--- config.mk ---
export PLATFORM = sky130hd
export DESIGN_NAME = freq_meter
export DESIGN_NICKNAME = d
export VERILOG_FILES = /design/src/rtl/freq_meter.sv
export SDC_FILE = /design/constraint.sdc
export NUM_CORES = 1
export LEC_CHECK = 0
export BUFFER_PORTS_ARGS = -buffer_cell sky130_fd_sc_hd__buf_2
export CAP_MARGIN = 20
export CORE_AREA = 2 2 107 109
export CTS_CLUSTER_SIZE = 24
export DETAILED_ROUTE_END_ITERATION = 6
export DIE_AREA = 0 0 109 111
export MAX_ROUTING_LAYER = met4
export SLEW_MARGIN = 20
export SYNTH_ARGS = -nofsm -noshare
export SYNTH_HDL_FRONTEND = slang
export SYNTH_SLANG_ARGS = --single-unit
--- constraint.sdc ---
create_clock -name mclk -period 3.49 [get_ports mclk]
set_clock_uncertainty 0.05 [all_clocks]
set_input_delay 0.698 -clock mclk [delete_from_list [all_inputs] [get_ports mclk]]
set_output_delay 0.698 -clock mclk [all_outputs]
set_load 0.01 [all_outputs]
--- src/rtl/freq_meter.sv ---
// freq_meter: counts sig_in rising edges over a GATE_CYCLES mclk window.
// Emits a saturating count, a one-cycle valid strobe and an overflow flag.
module freq_meter #(
  parameter int GATE_CYCLES = 100_000_000,
  parameter int CNT_W       = 28
) (
  input  logic             mclk,
  input  logic             clr,
  input  logic             en,
  input  logic             sig_in,
  output logic [CNT_W-1:0] freq,
  output logic             valid,
  output logic             ovf,
  output logic             busy
);

  localparam int GW = $clog2(GATE_CYCLES);
  localparam logic [GW-1:0] LAST = GW'(GATE_CYCLES - 1);
  localparam logic [CNT_W-1:0] CMAX = '1;

  typedef enum logic {IDLE, RUN} state_t;

  state_t           state;
  state_t           state_nx;
  logic             s1;
  logic             s2;
  logic             s3;
  logic             rise;
  logic [GW-1:0]    gate;
  logic [CNT_W-1:0] cnt;
  logic             cnt_ovf;
  logic             cnt_full;
  logic             run;
  logic             tc;

  // synchronizer keeps running in IDLE so re-enable sees no stale edge
  always_ff @(posedge mclk or posedge clr) begin
    if (clr) begin
      s1 <= 1'b0;
      s2 <= 1'b0;
      s3 <= 1'b0;
    end else begin
      s1 <= sig_in;
      s2 <= s1;
      s3 <= s2;
    end
  end

  assign rise     = s2 & ~s3;
  assign cnt_full = (cnt == CMAX);

  always_ff @(posedge mclk or posedge clr) begin
    if (clr) state <= IDLE;
    else     state <= state_nx;
  end

  always_comb begin
    state_nx = state;
    unique case (state)
      IDLE:    state_nx = en ? RUN : IDLE;
      RUN:     state_nx = en ? RUN : IDLE;
      default: state_nx = IDLE;
    endcase
  end

  always_comb begin
    run  = (state == RUN);
    busy = run;
    tc   = run && (gate == LAST);
  end

  // a window ends at TC even if en drops there; elsewhere en low aborts it
  always_ff @(posedge mclk or posedge clr) begin
    if (clr) begin
      gate    <= '0;
      cnt     <= '0;
      cnt_ovf <= 1'b0;
    end else if (!run || tc || !en) begin
      gate    <= '0;
      cnt     <= '0;
      cnt_ovf <= 1'b0;
    end else begin
      gate <= gate + GW'(1);
      if (rise) begin
        if (cnt_full) cnt_ovf <= 1'b1;
        else          cnt     <= cnt + CNT_W'(1);
      end
    end
  end

  always_ff @(posedge mclk or posedge clr) begin
    if (clr) begin
      freq  <= '0;
      ovf   <= 1'b0;
      valid <= 1'b0;
    end else begin
      valid <= tc;
      if (tc) begin
        freq <= (rise && !cnt_full) ? cnt + CNT_W'(1) : cnt;
        ovf  <= cnt_ovf | (rise & cnt_full);
      end
    end
  end

endmodule

==> key figures <==
Status
  • Status: completed

CTS
  • Worst-path clk slew: 0.06 ns
  • Clock buffer depth: 2
  • Hold Buf Count CTS: 0
  • CTS tree: built
  • Clk Latency, worst-skew pair: 0.34 ns
  • CTS buffer count: 9
  • Post-CTS sizing: 0
  • Root buf cell: clkbuf_16
  • Clk sinks: 90
  • H-tree depth: 3
  • Post-CTS setup buffer count: 0

Critical path
  • Crit path max fanout: 25
  • CP startpoint: gate[17]$_DFF_PP0_
  • Cell Chain, Critical Path: nor4b_1 > nand3_1 > nor3_1 > or2_2 > buf_4 > a21oi_1
  • Critical Path AT: 2.67 ns
  • Critical path class: reg2reg
  • CP Data Required Time: 3.65 ns
  • Max incr delay on CP: 0.50 ns
  • Crit-path slowest cell: or2_2
  • Worst R2R Start: gate[17]$_DFF_PP0_
  • Worst r2r path cells: 6
  • Crit end category: register
  • Startpoint Class: register

Cells and area
  • Final net count: 469
  • Inserted Diodes: 0
  • Multi-input gate area: 1890 sq um
  • Layout cell share with drive strength beyond 1: 0.143
  • Layout area overhead: 13.5%
  • Storage cell area: 2250 sq um
  • Filler instances: 1047

STA
  • Slew @ Worst Pin: 0.871 ns
  • Fin crit share: 0.722
  • TNS Setup: 0 ns
  • Fin crit period: 2.52 ns
  • Final worst setup slack: 0.972 ns
  • Max_slew headroom: 0.415
  • Setup repair after global routing missed its margin: no
  • Final Hold Violating Endpoints: 0
  • Fmax: 397 MHz
  • Max Slew Vio Count: 0
  • Final setup fails: 0

Synthesis
  • Avg Cell Area, Syn: 9.96 sq um
  • Synth Register Bits: 90
  • Most frequent cell after synthesis: dfrtp_1
  • Asr flop ratio synth: 1.00
  • YS warnings: 0
  • Synth area leaders: dfrtp_1, nor2_1, xor2_1
  • Top cell type by total area after synthesis: dfrtp_1
  • Most instantiated cells after synthesis: dfrtp_1, nor2_1, a21oi_1
  • Unique masters post-synth: 47
  • Post-synth EDFFs: 0
  • Netlist area before placement: 4270 sq um
  • Synth Flop Type: dfrtp_1
  • Cells after Synth: 429
  • Top cell type's share of synthesized area: 0.527
  • Register area share after synthesis: 0.527
  • Synth Net Count: 435

Global routing
  • Largest net degree at the start of global routing: 43
  • Vias in the first global route: 3149
  • First-pass GRT wire length: 15.5 mm
  • Global Route Usage Sum: 0.170
  • GRT Residual Overflow: 0
  • Antenna violations before repair: 0

Power and ir drop
  • Pwr dens: 423 nW/um^2
  • Maximum vdd drop: 0.243 mV
  • Leakage: 2.07 nW
  • Final Total Pwr: 2.05 mW

Drt
  • Routed Antenna Nets: 0
  • DRT iter0 DRCs: 174
  • Per-cell routed wire length: 15.3 um
  • DR vias: 3262
  • Pre-antenna DRT Iters: 4
  • Routed WL: 9.32 mm
  • Remaining DRCs: 0
  • Number of vias per cell: 5.35

Placed design
  • DP Worst Slack: 0.985 ns
  • Routability congestion estimate: 0.815
  • Dpl hpwl: 6.55 mm
  • I/O Buffers: 34

Floorplan
  • Die area: 12100 sq um
  • Starting Density: 0.386
  • Die height: 111 um
  • CORE AREA: 11100 sq um
  • Cell Rows: 39
  • Die width: 109 um
  • Top Ports: 35

Hold path
  • Worst Hold Depth: 0
  • Worst min path class: reg2reg
  • Hold path start: s1$_DFF_PP0_

Run
  • # Max-Cap Violations: 0
-- kinds of logic (layout without fill, tap and decap cells) --
logic type / count (synthesis) / after routing / synth area share
fa+ha+maj: 2 / 2 / 0.00586
simple gates: 198 / 198 / 0.244
xor+xnor: 31 / 31 / 0.0635
buf+inv: 25 / 63 / 0.0322
flops: 90 / 90 / 0.527
mux: 9 / 9 / 0.0225
compound gates: 74 / 74 / 0.105
-- power by group --
group | switching [mW] | internal (mW)
Combinational | 0.0369 | 0.00811
Clock | 0.385 | 0.568
Sequential | 0.00369 | 1.05
-- per-layer routing --
layer | vias to the layer above | global-route usage | share of wire
li1 | 1609 | - | -
met1 | 1558 | 0.228 | 0.47
met2 | 85 | 0.257 | 0.46
met3 | 10 | 0.0417 | 0.054
met4 | 0 | 0.0487 | 0.013
met5 | - | - | 0
-- registers in the layout (all words and copies together), names as in the netlist --
signal   cells
cnt         28
freq        28
gate        27
busy         1
cnt_ovf      1
ovf          1
s1           1
s2           1
s3           1
valid        1
-- placed cells by master, fill, tap and decap left out, types with 8 or more instances in the layout --
master     instances
and3_1             8
xnor2_1           12
a31oi_1           17
a21oi_1           28
or3_1              8
xor2_1            19
nand4_1           20
o31ai_1            9
inv_1              8
clkbuf_16          9
nor2_1            66
nand3_1           25
dfrtp_1           90
buf_2             34
o21ai_0           10
nand2_1           24
-- critical path, delay by kind of cell (launching register included) --
kind,cells,cell delay [ns]
and+or+nand+nor,4,1.50
DFF,1,0.44
buffers and inverters,1,0.32
AOI/OAI and AO/OA,1,0.07
-- layout make-up --
class                           instances  area share
Inverter                                9     0.00723
Sequential cell                        90       0.465
Timing Repair Buffer                   39      0.0428
Clock buffer                           12      0.0508
Clock inverter                          3     0.00826
Tap cell                              143      0.0369
Multi-Input combinational cell        314       0.389
-- worst paths after layout --
| check | endpoint | slack, ns |
|---|---|---|
| max | cnt[25]$_DFFE_PP0P_ | 0.97 |
| min | s2$_DFF_PP0_ | 0.32 |
| max reg2reg | cnt[25]$_DFFE_PP0P_ | 0.97 |
| min reg2reg | s2$_DFF_PP0_ | 0.32 |
| max in group asynchronous | freq[27]$_DFFE_PP0P_ | 2.20 |
| min in group asynchronous | freq[24]$_DFFE_PP0P_ | 0.40 |
-- through the flow --
| step | std cells | hold slack [ns] | instance area (sq um) | util |
|---|---|---|---|---|
| finish | 610 | 0.322 | 4850 | 0.438 |
| global route | 610 | 0.329 | 4850 | 0.438 |
| CTS | 610 | 0.316 | 4850 | 0.438 |
| detailed placement | 595 | 0.308 | 4560 | 0.412 |
| global placement | 595 | 0.294 | 4560 | 0.412 |
| floorplan | 429 | 0.281 | 4270 | - |
No activity file was read; power rests on OpenSTA's default activity.
